--- src/rtl/cache_request_arbiter_pkg.sv ---
// Shared memory-path types for the cache front-end: request/response packets,
// tag FIFO control structs and the packet-to-cache-request mapping.
package cache_request_arbiter_pkg;

    localparam int CACHE_FRONTEND_ADDR_W = 24;
    localparam int CACHE_CTRL_CNT        = 2;
    localparam int CACHE_ADDR_W          = CACHE_FRONTEND_ADDR_W + CACHE_CTRL_CNT;
    localparam int CACHE_FRONTEND_BYTE_W = 2;
    localparam int CACHE_FRONTEND_DATA_W = 32;
    localparam bit WORD_ADDR             = 1'b0;
    localparam int PACKET_FIELDS         = 2;
    localparam int META_W                = 16;
    localparam int ARB_NUM_REQUESTERS    = 4;

    typedef enum logic [2:0] {
        CMD_INVALID   = 3'd0,
        CMD_MEM_READ  = 3'd1,
        CMD_MEM_WRITE = 3'd2,
        CMD_ENGINE    = 3'd3,
        CMD_CONTROL   = 3'd4
    } MemoryCommand;

    typedef struct packed {
        logic [31:0] base;
        logic [31:0] offset;
        logic        direction;
        logic [4:0]  amount;
    } MemoryAddress;

    typedef struct packed {
        logic [PACKET_FIELDS-1:0][CACHE_FRONTEND_DATA_W-1:0] field;
    } MemoryData;

    typedef struct packed {
        logic         valid;
        MemoryCommand cmd;
        logic [META_W-1:0] meta;
        MemoryAddress address;
        MemoryData    data;
    } MemoryPacket;

    typedef struct packed {
        logic                               valid;
        logic [CACHE_ADDR_W-1:0]            addr;
        logic [CACHE_FRONTEND_DATA_W-1:0]   wdata;
        logic [CACHE_FRONTEND_DATA_W/8-1:0] wstrb;
    } CacheIob;

    typedef struct packed {
        CacheIob           iob;
        logic [META_W-1:0] meta;
        MemoryData         data;
    } CacheRequest;

    typedef struct packed {
        logic                             valid;
        logic [CACHE_FRONTEND_DATA_W-1:0] rdata;
        logic [META_W-1:0]                meta;
    } CacheResponse;

    typedef struct packed {
        logic empty;
        logic full;
    } FIFOStateSignalsOutput;

    typedef struct packed {
        logic rd_en;
        logic wr_en;
    } FIFOStateSignalsInput;

    typedef logic [$clog2(ARB_NUM_REQUESTERS)-1:0] CacheArbiterTag;

    // The control-field bits above the front-end address are always zero here.
    function automatic CacheRequest map_memory_packet_to_cache_request(input MemoryPacket pkt);
        CacheRequest req;
        logic [31:0] shifted;
        logic [CACHE_FRONTEND_ADDR_W-1:0] frontAddr;
        req = '0;
        shifted = pkt.address.direction ? (pkt.address.offset << pkt.address.amount)
                                        : (pkt.address.offset >> pkt.address.amount);
        frontAddr = CACHE_FRONTEND_ADDR_W'(pkt.address.base + shifted);
        if (WORD_ADDR) begin
            frontAddr = frontAddr >> CACHE_FRONTEND_BYTE_W;
        end
        req.iob.valid = pkt.valid;
        req.iob.addr  = CACHE_ADDR_W'(frontAddr);
        req.iob.wdata = pkt.data.field[0];
        req.iob.wstrb = (pkt.cmd == CMD_MEM_WRITE) ? '1 : '0;
        req.meta      = pkt.meta;
        req.data      = pkt.data;
        return req;
    endfunction

endpackage

--- src/rtl/cache_request_arbiter_tag_fifo.sv ---
// In-order FIFO of requester indices for requests the cache has accepted;
// the head names the requester owed the next response.
module cache_arbiter_tag_fifo
    import cache_request_arbiter_pkg::*;
#(
    parameter int DEPTH = 16,
    parameter int WIDTH = 2
) (
    input  logic                  i_clk,
    input  logic                  i_reset,
    input  FIFOStateSignalsInput  i_ctrl,
    input  logic [WIDTH-1:0]      i_din,
    output logic [WIDTH-1:0]      o_dout,
    output FIFOStateSignalsOutput o_state
);

    localparam int AW = $clog2(DEPTH);

    logic [WIDTH-1:0] r_mem [DEPTH];
    logic [AW-1:0]    r_wr_ptr;
    logic [AW-1:0]    r_rd_ptr;
    logic [AW:0]      r_count;
    logic             w_do_write;
    logic             w_do_read;

    assign o_state.empty = (r_count == '0);
    assign o_state.full  = (r_count == (AW+1)'(DEPTH));
    assign w_do_write    = i_ctrl.wr_en && !o_state.full;
    assign w_do_read     = i_ctrl.rd_en && !o_state.empty;
    assign o_dout        = r_mem[r_rd_ptr];

    always_ff @(posedge i_clk) begin
        if (w_do_write) begin
            r_mem[r_wr_ptr] <= i_din;
        end
    end

    // Pointers wrap naturally because DEPTH is a power of two.
    always_ff @(posedge i_clk) begin
        if (i_reset) begin
            r_wr_ptr <= '0;
            r_rd_ptr <= '0;
            r_count  <= '0;
        end else begin
            if (w_do_write) r_wr_ptr <= r_wr_ptr + 1'b1;
            if (w_do_read)  r_rd_ptr <= r_rd_ptr + 1'b1;
            case ({w_do_write, w_do_read})
                2'b10:   r_count <= r_count + 1'b1;
                2'b01:   r_count <= r_count - 1'b1;
                default: r_count <= r_count;
            endcase
        end
    end

endmodule

--- src/rtl/cache_request_arbiter.sv ---
// Round-robin arbiter sharing one cache front-end port among several requesters,
// routing in-order responses back through a tag FIFO.
module cache_request_arbiter
    import cache_request_arbiter_pkg::*;
#(
    parameter int NUM_REQUESTERS  = 4,
    parameter int MAX_OUTSTANDING = 16
) (
    input  logic                             ap_clk,
    input  logic                             areset,
    input  MemoryPacket                      request_in [NUM_REQUESTERS],
    output logic [NUM_REQUESTERS-1:0]        request_in_ready,
    output CacheRequest                      request_out,
    input  logic                             request_out_ready,
    input  CacheResponse                     response_in,
    output CacheResponse                     response_out [NUM_REQUESTERS],
    output logic [$clog2(MAX_OUTSTANDING):0] outstanding_count,
    output logic                             error_orphan_response,
    output logic                             idle_out
);

    localparam int TAG_W = $clog2(NUM_REQUESTERS);
    localparam int CNT_W = $clog2(MAX_OUTSTANDING) + 1;

    CacheRequest           r_req_out;
    logic [TAG_W-1:0]      r_out_tag;
    logic [TAG_W-1:0]      r_rr_ptr;
    logic [CNT_W-1:0]      r_count;
    logic                  r_orphan;
    CacheResponse          r_resp_out [NUM_REQUESTERS];

    logic                  w_found;
    logic [TAG_W-1:0]      w_winner;
    logic                  w_slot_free;
    logic                  w_room;
    logic                  w_grant;
    logic                  w_is_mem;
    logic                  w_push;
    logic                  w_pop;
    logic                  w_orphan;
    logic [CNT_W-1:0]      w_inflight;
    logic [TAG_W-1:0]      w_fifo_head;
    FIFOStateSignalsInput  w_fifo_ctrl;
    FIFOStateSignalsOutput w_fifo_state;

    function automatic logic [TAG_W-1:0] offsetIndex(input logic [TAG_W-1:0] ptr, input int offs);
        int sum;
        sum = int'(ptr) + offs;
        if (sum >= NUM_REQUESTERS) sum = sum - NUM_REQUESTERS;
        return TAG_W'(sum);
    endfunction

    // Scanning from the far end lets the closest valid requester to rr_ptr win.
    always_comb begin
        w_found  = 1'b0;
        w_winner = '0;
        for (int i = NUM_REQUESTERS - 1; i >= 0; i--) begin
            if (request_in[offsetIndex(r_rr_ptr, i)].valid) begin
                w_found  = 1'b1;
                w_winner = offsetIndex(r_rr_ptr, i);
            end
        end
    end

    always_comb begin
        w_slot_free      = !r_req_out.iob.valid || request_out_ready;
        w_inflight       = r_count + CNT_W'(r_req_out.iob.valid);
        w_room           = (w_inflight < CNT_W'(MAX_OUTSTANDING)) && !w_fifo_state.full;
        w_grant          = !areset && w_slot_free && w_room && w_found;
        w_is_mem         = (request_in[w_winner].cmd == CMD_MEM_READ) ||
                           (request_in[w_winner].cmd == CMD_MEM_WRITE);
        w_push           = r_req_out.iob.valid && request_out_ready;
        w_pop            = response_in.valid && !w_fifo_state.empty;
        w_orphan         = response_in.valid && w_fifo_state.empty;
        w_fifo_ctrl      = '0;
        w_fifo_ctrl.wr_en = w_push;
        w_fifo_ctrl.rd_en = w_pop;
        request_in_ready = '0;
        if (w_grant) request_in_ready[w_winner] = 1'b1;
    end

    cache_arbiter_tag_fifo #(
        .DEPTH (MAX_OUTSTANDING),
        .WIDTH (TAG_W)
    ) u_tag_fifo (
        .i_clk   (ap_clk),
        .i_reset (areset),
        .i_ctrl  (w_fifo_ctrl),
        .i_din   (r_out_tag),
        .o_dout  (w_fifo_head),
        .o_state (w_fifo_state)
    );

    // Non-memory grants fall through to the clear branch, so they are simply consumed.
    always_ff @(posedge ap_clk) begin
        if (areset) begin
            r_req_out <= '0;
            r_out_tag <= '0;
            r_rr_ptr  <= '0;
            r_count   <= '0;
            r_orphan  <= 1'b0;
            for (int i = 0; i < NUM_REQUESTERS; i++) r_resp_out[i] <= '0;
        end else begin
            if (w_grant && w_is_mem) begin
                r_req_out <= map_memory_packet_to_cache_request(request_in[w_winner]);
                r_out_tag <= w_winner;
            end else if (w_slot_free) begin
                r_req_out <= '0;
            end
            if (w_grant) r_rr_ptr <= offsetIndex(w_winner, 1);
            case ({w_push, w_pop})
                2'b10:   r_count <= r_count + 1'b1;
                2'b01:   r_count <= r_count - 1'b1;
                default: r_count <= r_count;
            endcase
            for (int i = 0; i < NUM_REQUESTERS; i++) r_resp_out[i] <= '0;
            if (w_pop) r_resp_out[w_fifo_head] <= response_in;
            if (w_orphan) r_orphan <= 1'b1;
        end
    end

    assign request_out           = r_req_out;
    assign response_out          = r_resp_out;
    assign outstanding_count     = r_count;
    assign error_orphan_response = r_orphan;
    assign idle_out              = (r_count == '0) && !r_req_out.iob.valid;

endmodule
--- config.mk ---
export PLATFORM = sky130hd
export DESIGN_NAME = cache_request_arbiter
export DESIGN_NICKNAME = d
export VERILOG_FILES = /design/src/rtl/cache_request_arbiter_pkg.sv /design/src/rtl/cache_request_arbiter_tag_fifo.sv /design/src/rtl/cache_request_arbiter.sv
export SDC_FILE = /design/constraint.sdc
export NUM_CORES = 1
export LEC_CHECK = 0
export CAP_MARGIN = 20
export CELL_PAD_IN_SITES_DETAIL_PLACEMENT = 1
export CELL_PAD_IN_SITES_GLOBAL_PLACEMENT = 2
export CORE_AREA = 5 5 395 397
export DETAILED_ROUTE_END_ITERATION = 7
export DIE_AREA = 0 0 400 402
export GPL_TIMING_DRIVEN = 0
export PLACE_DENSITY = 0.54
export SLEW_MARGIN = 20
export SYNTH_ARGS = -nofsm -noshare
export SYNTH_HDL_FRONTEND = slang
export SYNTH_HIERARCHICAL = 1
export SYNTH_SLANG_ARGS = --single-unit
--- constraint.sdc ---
create_clock -name ap_clk -period 7.38 [get_ports ap_clk]
set_clock_uncertainty 0.05 [all_clocks]
set_input_delay 1.476 -clock ap_clk [delete_from_list [all_inputs] [get_ports ap_clk]]
set_output_delay 1.476 -clock ap_clk [all_outputs]
set_load 0.02 [all_outputs]
## Word-level counts from Yosys, hierarchy flattened

Memory sizes are Yosys's and may differ from the RTL's. A register that Yosys moved wholly into a read port is not among the register bits.
Index checks and enable logic that the tools add are counted.

| storage, ports and cells | value |
|---|---|
| bits in writable memories | 32 |
| input bits | 668 |
| logic and storage cells | 144 |
| flip-flop bits (word level) | 360 |
| output and inout port bits | 350 |
| memories | 1 |

Memory list:

| memory | words | bits a word | rd ports | clocked after memory_dff | write ports | RTL line | RTL |
|---|---|---|---|---|---|---|---|
| u_tag_fifo.r_mem | 16 | 2 | 1 | 1 | 1 | cache_request_arbiter_tag_fifo.sv:19 | `logic [WIDTH-1:0] r_mem [DEPTH];` |

| cells by class | value |
|---|---|
| shift-type cells | 2 |
| add/subtract/negate cells | 17 |
| magnitude comparators | 15 |
| bitwise gates (word level) | 8 |
| muxes and demuxes | 43 |
| equal/unequal tests | 7 |
| reduce and logical (&&, ||, !) cells | 25 |

Operator list:

| cell | number |
|---|---|
| 154-bit binary-select mux with 2-bit select | 5 |
| 154-bit 2-to-1 mux | 10 |
| 143-bit 2-to-1 mux | 2 |
| 196-bit bitwise AND | 1 |
| 49-bit demux with 2-bit select | 1 |
| 49-bit 2-to-1 mux | 1 |
| 32-bit by 5-bit left shift with 24-bit output | 1 |
| 32-bit by 5-bit >> shifter with 24-bit output | 1 |
| 3-bit >= comparator, second input constant | 10 |
| 24-bit adder | 1 |
| 24-bit 2-to-1 mux | 1 |
| 5-bit case mux with 2 select lines | 2 |
| 2-bit 2-to-1 mux | 9 |
| 2-bit NOT with 3-bit output | 6 |
| 4-bit 2-to-1 mux | 4 |
| 1-bit logical AND | 13 |
| 5-bit by 1-bit adder with 5-bit output, second input constant | 2 |
| 5-bit logical NOT | 2 |
| 2-bit by 1-bit subtractor with 2-bit output, second input constant | 5 |
| 5-bit by 1-bit subtractor with 5-bit output, second input constant | 2 |
| 4-bit by 1-bit adder with 4-bit output, second input constant | 2 |
| 1-bit 2-to-1 mux | 7 |
| 2-bit by 1-bit adder with 3-bit output, second input constant | 2 |
| 2-bit by 2-bit adder with 3-bit output, second input constant | 2 |
| other kinds (17) | 25 |

## Longest topological paths before layout

Gate-level depths: netlist of run 1.

| logic depth | value |
|---|---|
| depth in word-level cells | 19 |
| mapped depth | 30 |
| gate-level depth less buffers | 25 |

## Modules after synthesis

The synthesis of run 1 kept the hierarchy.

By module, submodules not included:

| module | cells an instance | times used | area an instance (µm²) | sequential area each (µm²) |
|---|---|---|---|---|
| cache_request_arbiter | 2,483 | 1 | 18,515.3 | 6,246.0 |
| cache_arbiter_tag_fifo | 166 | 1 | 2,192.1 | 1,301.2 |

## Worst setup path after synthesis of run 1

No wires, ideal clock.

| timing | value |
|---|---|
| kind | input -> register |
| start | input request_in[307] in the netlist's numbering |
| end | register r_req_out, in the netlist request_out[138] |
| path slack | 548 ps |
| cell stages on the path | 30 |
| data arrival time | 6,703 ps |
| setup time | 79 ps |
| required time | 7,251 ps |
| path buffers | 5 |
| cell sequence | nor2b_1 > buf_2 > a211o_1 > nand2_1 > inv_2 > a32oi_1 > buf_4 > buf_6 > buf_2 > buf_4 > mux2i_1 > mux2i_1 > mux2_2 > nand2_1 > o21ai_0 > nand2_1 > o221ai_1 > ha_1 > fa_1 > a21o_1 > a21oi_1 > o21ai_0 > a21oi_1 > o31ai_1 > o21a_1 > nand2_1 > a31oi_1 > a21o_1 > a2111o_1 > o211ai_1 |

| on the way | value |
|---|---|
| cells in the longest elaborated chain, start to end | 15 |
| elaborated cells between the ends (all ways) | 35 |
| classes of those cells | 1 x add/sub; 2 x eq/ne; 2 x shift; 25 x mux; 1 x bitwise; 4 x reduce/logical |

Ends and longest elaborated chain:

| element | RTL line | RTL |
|---|---|---|
| from (decl) | cache_request_arbiter.sv:11 | `input MemoryPacket request_in [NUM_REQUESTERS],` |
| 154-bit binary-select mux with 2-bit select | cache_request_arbiter.sv:58 | `if (request_in[offsetIndex(r_rr_ptr, i)].valid) begin` |
| 154-bit 2-to-1 mux (not written as such) (2 in series) | cache_request_arbiter.sv:58 |  |
| 2-bit 2-to-1 mux (4 in series) | cache_request_arbiter.sv:58 |  |
| 2-bit NOT with 3-bit output (not written as such) | cache_request_arbiter.sv:70, cache_request_arbiter.sv:71, cache_request_arbiter.sv:105 |  |
| 154-bit binary-select mux with 2-bit select | cache_request_arbiter.sv:70, cache_request_arbiter.sv:71, cache_request_arbiter.sv:105 |  |
| 154-bit 2-to-1 mux (not written as such) (2 in series) | cache_request_arbiter.sv:105 | `r_req_out <= map_memory_packet_to_cache_request(request_in[w_winner]);` |
| 32-bit by 5-bit >> shifter with 24-bit output (tied with other cells) | cache_request_arbiter_pkg.sv:80 | `: (pkt.address.offset >> pkt.address.amount);` |
| 24-bit 2-to-1 mux / 1-bit logical OR (equally long branches) | cache_request_arbiter_pkg.sv:79, cache_request_arbiter.sv:70 |  |
| 24-bit adder / 1-bit logical AND (equally long branches) | cache_request_arbiter_pkg.sv:81, cache_request_arbiter.sv:104 |  |
| 143-bit 2-to-1 mux / 2-bit nonzero test (equally long branches) | n/a |  |
| to (signal assigned) | cache_request_arbiter.sv:105 |  |
| to (decl) | cache_request_arbiter.sv:25 | `CacheRequest r_req_out;` |

Parallel ways exist; a longest one is shown, timed or not. The select of a mux whose other input is x is not followed.
A chain may end at the register's enable or synchronous reset.

## Worst setup path after layout of run 1

| timing | value |
|---|---|
| start | input request_in[307] in the netlist's numbering |
| end | register r_req_out, in the netlist request_out[139] |

The elaborated chain is that of the path after synthesis.

==> results of run 1 <==
power groups by stage:
stage	registers (uW)	clock network [uW]	logic, uW
after floorplan	2200	0	2040
after global placement	2150	0	3970
after detailed placement	2160	0	3980
after CTS	2110	2570	4250
after global routing	2120	2640	4670
final	2110	2480	4340
final cells by class:
type | instances | share of cell area
multi-input cells | 2002 | 0.351
repair buffers | 1004 | 0.279
flip-flops and latches | 361 | 0.209
well taps | 2030 | 0.0704
plain buffers | 260 | 0.0405
clock buffers | 62 | 0.0370
clock inverters | 25 | 0.00974
inverters | 23 | 0.00239
diodes | 18 | 0.00125
kinds of logic after synthesis:
group / Yosys count / synth area share
adder cells (fa/ha/maj): 41 / 0.0255
flip-flops: 361 / 0.364
XOR/XNOR: 33 / 0.0140
other: 1 / 0.000181
AO/OA/AOI/OAI: 407 / 0.140
buffers and inverters: 287 / 0.0631
AND/OR/NAND/NOR: 1368 / 0.309
multiplexers: 151 / 0.0839
cells in the mapped netlist, drive strengths merged, types with 35 or more instances:
master,instances,area share
nand2,550,0.10
dfxtp,329,0.32
nand3,224,0.054
nor2,214,0.039
and2,200,0.060
clkbuf,160,0.029
mux2i,115,0.056
a32oi,106,0.045
buf,104,0.030
o21ai,61,0.015
a21oi,60,0.015
nor4,53,0.016
a211oi,40,0.015
ha,39,0.024
a31oi,35,0.011
and3,35,0.011
worst max-delay path by stage:
| stage | slack, ps | endpoint | start |
|---|---|---|---|
| after global placement | -4010 | request_out[139] | request_in[615] |
| after floorplan | 550 | request_out[138] | request_in[307] |
| after global routing | -4 | request_out[139] | request_in[307] |
| final | 190 | request_out[139] | request_in[307] |
| after detailed placement | -3450 | request_out[139] | request_in[615] |
| after CTS | 2 | request_out[139] | request_in[615] |
per-layer routing:
layer / vias to the layer above / global-route usage / wire length, um
met1: 11945 / 0.223 / 64900
met4: 28 / 0.0305 / 2360
met5: - / 0 / 202
met2: 797 / 0.346 / 80500
li1: 11368 / - / -
met3: 150 / 0.0487 / 10700
tightest hold or removal path, delay by kind of cell (launching register included):
family	cells	cell delay, ps
AND/OR/NAND/NOR	2	90
flip-flops	1	320
stage by stage:
stage / TNS (ps) / hold slack [ps] / area, um^2
2_1_floorplan: 0 / 422 / 20700
4_1_cts: 0 / 413 / 35700
3_3_place_gp: -227260 / 383 / 33100
5_1_grt: -3.80 / 429 / 36100
3_5_place_dp: -139630 / 392 / 33200
6_report: 0 / 402 / 36100
repair_timing:
item	4_1_cts	5_1_grt
gates resized for setup	185	100
endpoints found under the setup margin	110	4
hold endpoints to repair	0	0
setup buffers	13	4
pin swaps	12	8
state kept, by name (all words and copies together) (netlist names), named ones only:
name / count
response_out: 196
request_out: 106
u_tag_fifo/r_mem: 32
outstanding_count: 5
u_tag_fifo/r_count: 5
u_tag_fifo/r_rd_ptr: 4
u_tag_fifo/r_wr_ptr: 4
r_out_tag: 2
r_rr_ptr: 2
error_orphan_response: 1
==> results_dict.tcl, run 1 <==
set metrics [dict create \
    startpoint_type "input pin" \
    critPathKind "in2reg" \
    cts_max_path_buffers 3 \
    seqPwrFrac 0.236 \
    synthDistinctLibCells 72 \
    clkPwrFrac 0.278 \
    synth_edf_count 32 \
    grtUsageTotal 0.188 \
    fin_crit_sh 0.974 \
    postSynth.asyncResetShare 0 \
    setup_viol 0 \
    place_ws_ps -3450 \
    path_buf_inv 4 \
    min-delay-path-class "reg2reg" \
    ff2ff_setup_slack_ps 720 \
    overflow 0 \
    numCtsBuffers 48 \
    synth_seq_cells 361 \
    start_util 0.137 \
    power_density_mw_per_mm2 248 \
    clkSinkCount 361 \
    htreeDepth 2 \
    timing.rr.start "r_rr_ptr[1]" \
    first_global_vias 26043 \
    cpPeakStageDelay_ps 600 \
    ant_nets 0 \
    syn_area_per_cell_um2 7.82 \
    layout-drive-gt1-share 0.110 \
    cp_top_family "compound AO/OA/AOI/OAI gates" \
    clk_pin_slew_worst_paths_ps 60 \
    yosysSeqAreaShare 0.364 \
    cts_tree "done" \
    path_depth 26 \
    slew_violations 0 \
    yosys_warnings 6 \
    p_leak_uw 0.0135 \
    routabilityCongestion 0.869 \
    status "finished clean" \
    max_freq_ghz 0.139 \
    drt_iter0_drc 1051 \
    wire_per_inst_um 27.4 \
    final_common_cell "clkdlybuf4s50_1" \
    wl_um 159000 \
    crit_fanout 10 \
    period_needed_ps 7190 \
    grt_pass1_wl_um 215000 \
    io_pins 1018 \
    antenna_found_initial 56 \
    tightestPinTransition_ps 949 \
    whs_endpoint "request_out[134]" \
    firstDrtPassIters 5 \
    fill_cells 17882 \
    required_ps 7810 \
    vdd_ir_drop_max_uv 168 \
    worstSetupEndpointType "flop" \
    ys.flop_type "dfxtp_1" \
    core-area_mm2 0.152 \
    dp_hpwl_um 135000 \
    dieHeight_um 402 \
    rows 143 \
    vias 24288 \
    drc_errors 0 \
    fp.dieW_um 400 \
    multi_input_area_mm2 0.0127 \
    p_int_uw 5210 \
    clk_latency_ps 620 \
    slew_headroom 0.368 \
    synth_area_mm2 0.0207 \
    dieArea_mm2 0.161 \
    whs_path_depth 2 \
    place_inst 5667 \
    hold_viol 0 \
    p_sw_frac 0.418 \
    crit_path_top_delay_cell "or4b_4" \
    fin_cells 5785 \
    arrival_ps 7620 \
    total_power_uw 8940 \
    vias_per_cell 4.20 \
    seq_area_mm2 0.00755 \
    hold_start "request_out[134]" \
    holdBufCountCts 0 \
    final_util 0.238 \
    rr_endpoint "request_out[139]" \
    r2r.worst_path.cells 25 \
    final_cell_mix "979 x clkdlybuf4s50_1, 544 x nand2_1, 329 x dfxtp_1, 221 x nand3_1, 211 x nor2_1" \
    worst_slack_ps 189 \
    maxCapViolCount 0 \
    worst_path_most_repeated_cell "buf_2" \
    cts_root_buffer "clkbuf_16" \
    grt_max_degree 18 \
    combPwrFrac 0.486 \
    syn_inst 2649 \
    nets 4409 \
    port_buffers 983 \
    synthToLayoutAreaGrowth_pct 74.3 \
    power.switching_uw 3730 \
]
(Power assumes the default switching activity.)
==> run 2: changes to the inputs <==
--- a/config.mk
+++ b/config.mk
@@ -13,6 +13,8 @@
 export DIE_AREA = 0 0 400 402
 export GPL_TIMING_DRIVEN = 0
 export PLACE_DENSITY = 0.54
+export RECOVER_POWER = 50
+export SKIP_LAST_GASP = 1
 export SLEW_MARGIN = 20
 export SYNTH_ARGS = -nofsm -noshare
 export SYNTH_HDL_FRONTEND = slang
==> run 2 against run 1 <==
Sequential share of layout area about the same; sequential power is essentially flat; combinational power is essentially flat; global-route usage did not move; clock power barely moved; worst setup slack worse by 33 ps; first-iteration DRC count decreased by 0.19%; non-clock buffer count unchanged; die area did not move; wire length is essentially flat; critical endpoint unchanged; largest power group unchanged.
==> results_dict.tcl, run 2 (synthesized netlist as in run 1, its figures left out) <==
set metrics [dict create \
    status "finished clean" \
    antenna_found_initial 57 \
    placed_cell_area_mm2 0.0332 \
    cts_max_path_buffers 3 \
    fp.dieW_um 400 \
    min-delay-path-class "reg2reg" \
    nets 4409 \
    core-area_mm2 0.152 \
    whs_ps 399 \
    globalRouteMet3Util 0.0487 \
    fin_area_mm2 0.0361 \
    final_cell_mix "784 x clkdlybuf4s50_1, 544 x nand2_1, 329 x dfxtp_1, 221 x nand3_1, 211 x nor2_1" \
    critPathKind "in2reg" \
    power_density_mw_per_mm2 248 \
    drt_iter0_drc 1049 \
    holdBufCountCts 0 \
    place_inst 5667 \
    arrival_ps 7650 \
    fin_cells 5784 \
    overflow 0 \
    rsz0062_at_grt "yes" \
    setup_viol 0 \
    slew_violations 0 \
    firstDrtPassIters 5 \
    grt-busiest-layer "met2" \
    clkSinkCount 361 \
    routabilityCongestion 0.869 \
    port_buffers 983 \
    p_int_uw 5200 \
    start_util 0.137 \
    tightestPinTransition_ps 1160 \
    vdd_ir_drop_max_uv 168 \
    final.setup.tns_ps 0 \
    period_needed_ps 7220 \
    grt_pass1_wl_um 215000 \
    ant_nets 0 \
    worstSetupEndpointType "flop" \
    cts_tree "done" \
    clkPwrFrac 0.278 \
    largest_reg_flops 196 \
    grtUsageMet2 0.346 \
    wire_per_inst_um 27.4 \
    vias 24260 \
    dieArea_mm2 0.161 \
    vias_per_cell 4.19 \
    dieHeight_um 402 \
    clk_pin_slew_worst_paths_ps 60 \
    synthToLayoutAreaGrowth_pct 74.2 \
    htreeDepth 2 \
    cts_root_buffer "clkbuf_16" \
    seqPwrFrac 0.236 \
    final_common_cell "clkdlybuf4s50_1" \
    combPwrFrac 0.486 \
    max_freq_ghz 0.138 \
    required_ps 7810 \
    place_ws_ps -3450 \
    fin_crit_sh 0.979 \
    io_pins 1018 \
    clk_latency_ps 620 \
    rows 143 \
    layout-drive-gt1-share 0.108 \
    p_sw_frac 0.418 \
    wl_um 159000 \
    dp_hpwl_um 135000 \
    p_leak_uw 0.0141 \
    first_global_vias 26043 \
    worst_slack_ps 157 \
    drc_errors 0 \
    grt_max_degree 18 \
    startpoint_type "input pin" \
    grtUsageTotal 0.188 \
    crit_fanout 10 \
    maxCapViolCount 0 \
    hold_viol 0 \
    numCtsBuffers 48 \
    power.switching_uw 3730 \
    met1_usage 0.223 \
    slew_headroom 0.225 \
]
run 2: cell type report:
class	instances	area (um^2)
Antenna cell	17	42.5
Clock buffer	62	1330
Multi-Input combinational cell	2002	12600
Inverter	23	86.3
Fill cell	17887	115000
Tap cell	2030	2540
Clock inverter	25	352
Sequential cell	361	7550
Timing Repair Buffer	1004	10100
Buffer	260	1460
run 2: what timing repair did:
item / CTS / global route
buffers inserted: 13 / 4
resized for setup: 185 / 97
cloned: 0 / 0
pin swaps: 12 / 8
endpoints found under the setup margin: 110 / 4
run 2: final timing paths:
check / from / cells after the start / slack, ps / end
max: request_in[307] / 26 / 160 / request_out[139]
min: request_out[134] / 2 / 400 / request_out[134]
max reg2reg: r_rr_ptr[1] / 25 / 650 / request_out[139]
min reg2reg: request_out[134] / 2 / 400 / request_out[134]
run 2: metrics by stage:
stage / total power (uW) / utilization
2_1_floorplan: 4240 / -
3_3_place_gp: 6120 / 0.218
3_5_place_dp: 6140 / 0.219
4_1_cts: 8930 / 0.235
5_1_grt: 9410 / 0.238
6_report: 8930 / 0.238
run 2: critical path: stages:
cell and delay, ps:
dlygate4sd2_1 300, nor2b_1 150, buf_2 200, or4b_4 600, buf_2 230, buf_2 230, nand3_1 150, a32oi_2 220
mux2_2 360, or2_2 290, a31oi_2 250, mux2_2 220, nand2b_1 100, o211ai_1 270, ha_1 450, nand3_2 130
o2111ai_4 200, a31oi_4 210, o21ai_1 120, a211o_1 310, a21o_1 240, a31oi_4 240, nor3_1 90, o21a_1 220
a2111oi_1 310, nand2_1 70
run 2: metal layers:
layer  vias to the layer above  routed length (um)
met5                         -                 202
met4                        28                2370
met3                       150               10900
met1                     11914               64800
li1                      11375                   -
met2                       793               80400
run 2: power groups by stage:
| stage | clock network (uW) | logic (uW) | registers [uW] |
|---|---|---|---|
| final | 2480 | 4340 | 2110 |
| after global routing | 2640 | 4660 | 2120 |
| after floorplan | 0 | 2040 | 2200 |
| after detailed placement | 0 | 3980 | 2160 |
| after CTS | 2570 | 4250 | 2110 |
| after global placement | 0 | 3970 | 2150 |
==> RTL change 1, RTL diff (flow settings as in run 2) <==
Change the package constant `CACHE_FRONTEND_DATA_W` from 32 to 40.
--- a/src/rtl/cache_request_arbiter_pkg.sv
+++ b/src/rtl/cache_request_arbiter_pkg.sv
@@ -6,7 +6,7 @@
     localparam int CACHE_CTRL_CNT        = 2;
     localparam int CACHE_ADDR_W          = CACHE_FRONTEND_ADDR_W + CACHE_CTRL_CNT;
     localparam int CACHE_FRONTEND_BYTE_W = 2;
-    localparam int CACHE_FRONTEND_DATA_W = 32;
+    localparam int CACHE_FRONTEND_DATA_W = 40;
     localparam bit WORD_ADDR             = 1'b0;
     localparam int PACKET_FIELDS         = 2;
     localparam int META_W                = 16;
Ports: changed (resized request_in, request_out, response_in and response_out); port bits go from 1018 to 1147. No check against the original RTL was run, so the function may have changed too.
==> RTL change 1 against run 2 <==
  * Worst setup slack better by 56 ps
  * Clock power grew 6%
  * Power fell by 0.48%
  * Synthesized area grew 4.2%
  * Non-clock buffer count grew 109
  * Sequential cell count is 48 higher
  * Largest cell class is now non-clock buffers
  * Utilization up 1.1 points
  * Design area rose by 4.5%
  * Critical path depth increased by 4
  * Wire length rose by 4.6%
==> RTL change 1: results (changes against run 2) <==
Power
  – Worst vdd ir: 0.1742 mV (+3.9%)
  – Switching Fraction: 38.56% (-3.2 points)

Detailed routing
  – Iteration-0 DRC count of the detailed router: 1223 (+17%)
  – Via density: 4.087 (-2.6%)
  – WL/cell: 29.26 um (+6.7%)
  – Total wire length: 166000 um (+4.6%)

Worst setup path
  – CP arrival: 7590 ps (-60 ps)
  – Critical path destination: request_out[161]
  – Slowest stage delay, CP: 510 ps (-90 ps)
  – CP max-delay cell: clkdlybuf4s50_1
  – Crit path launch: request_in[169]
  – Worst R2R Setup Slack: 1130 ps (+480 ps)

Yosys
  – Sequential area share after synthesis: 39.45% (+3.0 points)
  – Commonest cells in the netlist: dfxtp_1 (377), mux2i_1 (346), and2_1 (230)
  – Distinct cell type count after synthesis: 78 (+8.3%)
  – Compound-Gate Fraction of Synth Area: 14.26% (+0.26 points)
  – Synth Area in Adders: 2.448% (-0.10 points)
  – Post-synthesis mux area share: 17.99% (+9.6 points)
  – Top post-synthesis cells by area: dfxtp_1 (35%), mux2i_1 (16%), and2_1 (6.7%)
  – XOR/XNOR Fraction of Synth Area: 1.421% (+0.026 points)

Place
  – # port buffers: 1112 (+13%)
  – Placed Area: 0.03533 mm2 (+6.4%)
  – DPL Wire Length: 142700 um (+5.6%)
  – Placer Congestion: 0.8771 (+0.94%)
  – Dpl cells: 5535 (-2.3%)

Outcome
  – Status: finished clean

Layout
  – Final net count: 4371 (-0.86%)
  – Max FFs per register: 228 (+16%)
  – Share of cells above drive strength 1: 9.813% (-1.0 points)

Clock network
  – CTS buffer count: 52 (+8.3%)

Timing
  – Slew Limit Headroom: 2.494% (-20 points)

Global route
  – First-pass GRT wire length: 217300 um (+1.2%)
  – Antenna violations before repair: 39 (-32%)
  – Vias in the first global route: 24350 (-6.5%)
RTL change 1: changes by cell type after synthesis, sizes merged, moves of 33 or more:
cell,change
nand2,-328
nor4,-50
a32oi,-104
a21oi,+82
and2,+33
clkbuf,-52
o22ai,+97
nand3,-202
mux2i,+231
dfxtp,+48
RTL change 1: cells by family after synthesis:
family,count (synthesis)
XOR/XNOR,35
AND/OR/NAND/NOR,811
flip-flops,409
multiplexers,368
buffers and inverters,248
AO/OA/AOI/OAI,476
adder cells (fa/ha/maj),41
other,1
RTL change 1: how the worst min path moves through the flow:
stage	cells after the start	slack [ps]	to	start
after global routing	2	440	request_out[155]	request_out[155]
after detailed placement	2	410	request_out[155]	request_out[155]
after CTS	2	410	request_out[155]	request_out[155]
after floorplan	2	420	flop	u_tag_fifo/r_rd_ptr[3]
final	2	410	request_out[155]	request_out[155]
after global placement	2	390	request_out[159]	request_out[159]
RTL change 1: layout make-up:
cell class	count	area (um2)
clock buffers	68	1441
flip-flops and latches	409	8508
repair buffers	1146	11430
well taps	2030	2540
clock inverters	24	307.8
fillers	17640	113900
inverters	21	85.08
multi-input cells	1733	12030
plain buffers	227	1297
diodes	14	35.03
RTL change 1: timing repair:
action	CTS	global route
pin swaps	9	11
setup buffers	14	16
gates cloned	0	1
resized for setup	53	45
setup endpoints to repair	15	8
RTL change 1: critical path: cells and delay by family:
family	cells	cell delay (ps)
AO/OA/AOI/OAI	9	1820
buffers and inverters	8	1590
AND/OR/NAND/NOR	8	1250
multiplexers	3	900
adder cells (fa/ha/maj)	1	280
XOR/XNOR	1	250
RTL change 1: routing by layer:
layer / vias to the layer above / track usage [%] / wire, um
met5: - / 0 / 111
met4: 18 / 5.803 / 5146
met3: 164 / 5.210 / 11980
met2: 838 / 32.90 / 78020
met1: 11360 / 24.61 / 70740
li1: 10810 / - / -
RTL change 1: power groups by stage:
stage,Clock [mW],Combinational (mW),Sequential (mW)
after global routing,2.82,4.15,2.37
after CTS,2.73,3.82,2.36
after detailed placement,0,3.69,2.41
final,2.63,3.89,2.36
after global placement,0,3.70,2.41
after floorplan,0,1.90,2.47
RTL change 1: stage by stage:
stage / total power, mW / util [%] / worst slack [ps]
finish: 8.885 / 24.86 / 212.6
global route: 9.341 / 24.85 / -1.622
CTS: 8.919 / 24.66 / 5.370
detailed placement: 6.107 / 23.31 / -1941
global placement: 6.107 / 23.26 / -1903
floorplan: 4.366 / - / 933.1
==> RTL change 2, RTL diff (settings of run 2) <==
Without the edit above. Make the reset (`areset` and `i_reset`) asynchronous in 2 clocked blocks.
--- a/src/rtl/cache_request_arbiter_tag_fifo.sv
+++ b/src/rtl/cache_request_arbiter_tag_fifo.sv
@@ -36,7 +36,7 @@
     end
 
     // Pointers wrap naturally because DEPTH is a power of two.
-    always_ff @(posedge i_clk) begin
+    always_ff @(posedge i_clk or posedge i_reset) begin
         if (i_reset) begin
             r_wr_ptr <= '0;
             r_rd_ptr <= '0;
--- a/src/rtl/cache_request_arbiter.sv
+++ b/src/rtl/cache_request_arbiter.sv
@@ -92,7 +92,7 @@
     );
 
     // Non-memory grants fall through to the clear branch, so they are simply consumed.
-    always_ff @(posedge ap_clk) begin
+    always_ff @(posedge ap_clk or posedge areset) begin
         if (areset) begin
             r_req_out <= '0;
             r_out_tag <= '0;
Check against the original RTL: not settled (the Yosys comparison gave no result); the edit may change what the design does.
==> RTL change 2 against run 2 <==
  * Critical endpoint is now request_out[139]
  * Wire length rose by 8.7%
  * The run now ends with max-capacitance violations, max-slew violations left
  * Design area rose by 3.8%
  * Critical path depth rose by 1
  * Synthesized area rose by 6.7%
  * Count of clock-buffer cells in the layout did not move
  * Largest cell class unchanged
  * Sequential cell count fell by 4
  * Worst setup slack got worse by 65 ps
Power is not compared: it rests on default switching activity, and its combinational part moved more than twofold at a synthesized area within 25%.
==> RTL change 2: results (changes against run 2) <==
Detailed routing
  – Via density: 4.263 (+1.6%)
  – WL/cell: 30.23 um (+10%)
  – Iteration-0 DRC count of the detailed router: 1378 (+31%)

Layout
  – Share of cells above drive strength 1: 10.59% (-0.22 points)
  – Antenna cells: 42 (+25)
  – Sequential fraction of total cell area: 24.30% (+3.4 points)
  – Non-clock inverters: 27 (+17%)
  – Multi-input combinational area share: 33.03% (-2.0 points)
  – Multi-input gate count: 1893 (-5.4%)
  – NonClk Buf Share: 30.86% (-1.1 points)
  – Clock buffer count: 62 (unchanged)
  – Final net count: 4308 (-2.3%)
  – # fillers: 17690 (-1.1%)
  – Bufs w/o clock: 1270 (+0.47%)
  – Max FFs per register: 196 (unchanged)
  – Clk cell area share: 4.441% (-0.23 points)

Global route
  – GRT Total Usage: 20.59% (+1.8 points)
  – Vias in the first global route: 25920 (-0.48%)
  – Antenna violations before repair: 60 (+5.3%)
  – First-pass GRT wire length: 228900 um (+6.6%)
  – Largest net degree at the start of global routing: 35 (+17)

Place
  – DPL Wire Length: 145800 um (+7.9%)
  – Placer Congestion: 0.8747 (+0.67%)

Clock network
  – Clock transition at path regs: 70 ps
  – Clock Sinks: 357 (-1.1%)
  – Clk buf depth: 3 (unchanged)
  – Worst-skew pair later-pin latency: 640 ps (+20 ps)

Outcome
  – Violated checks: max-capacitance violations, max-slew violations
  – Status: finished, violations left

Yosys
  – Synth Area in Adders: 2.537% (-0.013 points)
  – Compound-Gate Fraction of Synth Area: 15.24% (+1.2 points)
  – Sequential area share after synthesis: 41.15% (+4.7 points)
  – Top post-synthesis cells by area: dfrtp_1 (37%), nand2_1 (9.6%), and2_1 (5.7%)
  – Distinct cell type count after synthesis: 87 (+21%)
  – XOR/XNOR Fraction of Synth Area: 1.427% (+0.031 points)
  – Post-synthesis mux area share: 6.851% (-1.5 points)
  – Async SR Flop Fraction: 91.04% (+91 points)
  – Number of enable flip-flop cells after synthesis: 32 (unchanged)
  – Commonest cells in the netlist: nand2_1 (565), dfrtp_1 (325), nand3_1 (244)

Power
  – Net switching power: 9.251 mW
  – Worst vdd ir: 0.1888 mV
  – Leakage Power: 15.46 nW

Min path
  – Hold_sp: error_orphan_response
  – Hold endpoint: error_orphan_response
  – HP Class: reg2reg
  – Hold path depth: 1 (-1)

Worst setup path
  – RR Startpoint: r_rr_ptr[0]
  – Reg2reg path depth: 26 (+4.0%)
  – Worst R2R Setup Slack: 1040 ps (+390 ps)
  – CP max-delay cell: a32oi_2
  – CP arrival: 7760 ps (+110 ps)
  – Critical R2R Capture: request_out[139]

Timing
  – Setup-failing EPs final: 0 (unchanged)
  – Final Max Tran Viols: 172 (+172)
  – Slew Limit Headroom: -18.56% (-41 points)

Job
  – Max Cap Violations: 6 (+6)
==> RTL change 2: worst max-delay path by stage <==
| stage | from | end |
|---|---|---|
| 4_1_cts | request_in[615] | request_out[139] |
| 5_1_grt | request_in[307] | request_out[139] |
| 3_5_place_dp | request_in[615] | request_out[139] |
| 2_1_floorplan | request_in[307] | request_out[138] |
| 6_report | request_in[615] | request_out[139] |
| 3_3_place_gp | request_out_ready | r_out_tag[1] |
==> RTL change 2: per-layer routing <==
layer | GRT usage [%] | wire (um)
met4 | 6.425 | 4791
met5 | 0 | 125
met3 | 5.731 | 11190
met2 | 34.58 | 83420
met1 | 25.54 | 73010
==> RTL change 2: power groups by stage <==
stage	Combinational [mW]	Clock (mW)	Sequential, mW
2_1_floorplan	5.66	0	3.33
3_3_place_gp	11.5	0	2.87
3_5_place_dp	11.6	0	2.88
4_1_cts	12.2	2.58	2.84
5_1_grt	13.2	2.66	2.89
6_report	12.3	2.49	2.83
==> RTL change 2: timing repair <==
action | CTS | global route
setup endpoints to repair | 24 | 9
resized for setup | 137 | 76
cloned | 0 | 0
pin swaps | 13 | 11
endpoints found under the hold margin | 0 | 0
setup buffers | 16 | 3
==> RTL change 2: through the flow <==
step	cell area, um2	hold WS [ps]	power [mW]	worst slack [ps]	instances
after floorplan	22110	408.9	8.986	715.0	2530
after global placement	34490	390.7	14.42	-4089	5543
after detailed placement	34840	394.9	14.44	-2594	5559
after CTS	37200	408.4	17.62	-85.55	5663
after global routing	37370	439.8	18.70	-38.71	5686
final	37420	405.6	17.65	91.96	5707
==> RTL change 2: worst max-delay path: cells and delay by family <==
family                     cells  cell delay (ps)
AOI/OAI and AO/OA             15             3460
adders and majority gates      1              230
xor gates and xnor gates       1              160
muxes                          2              480
and+or+nand+nor                4              860
buffers and inverters          4             1070
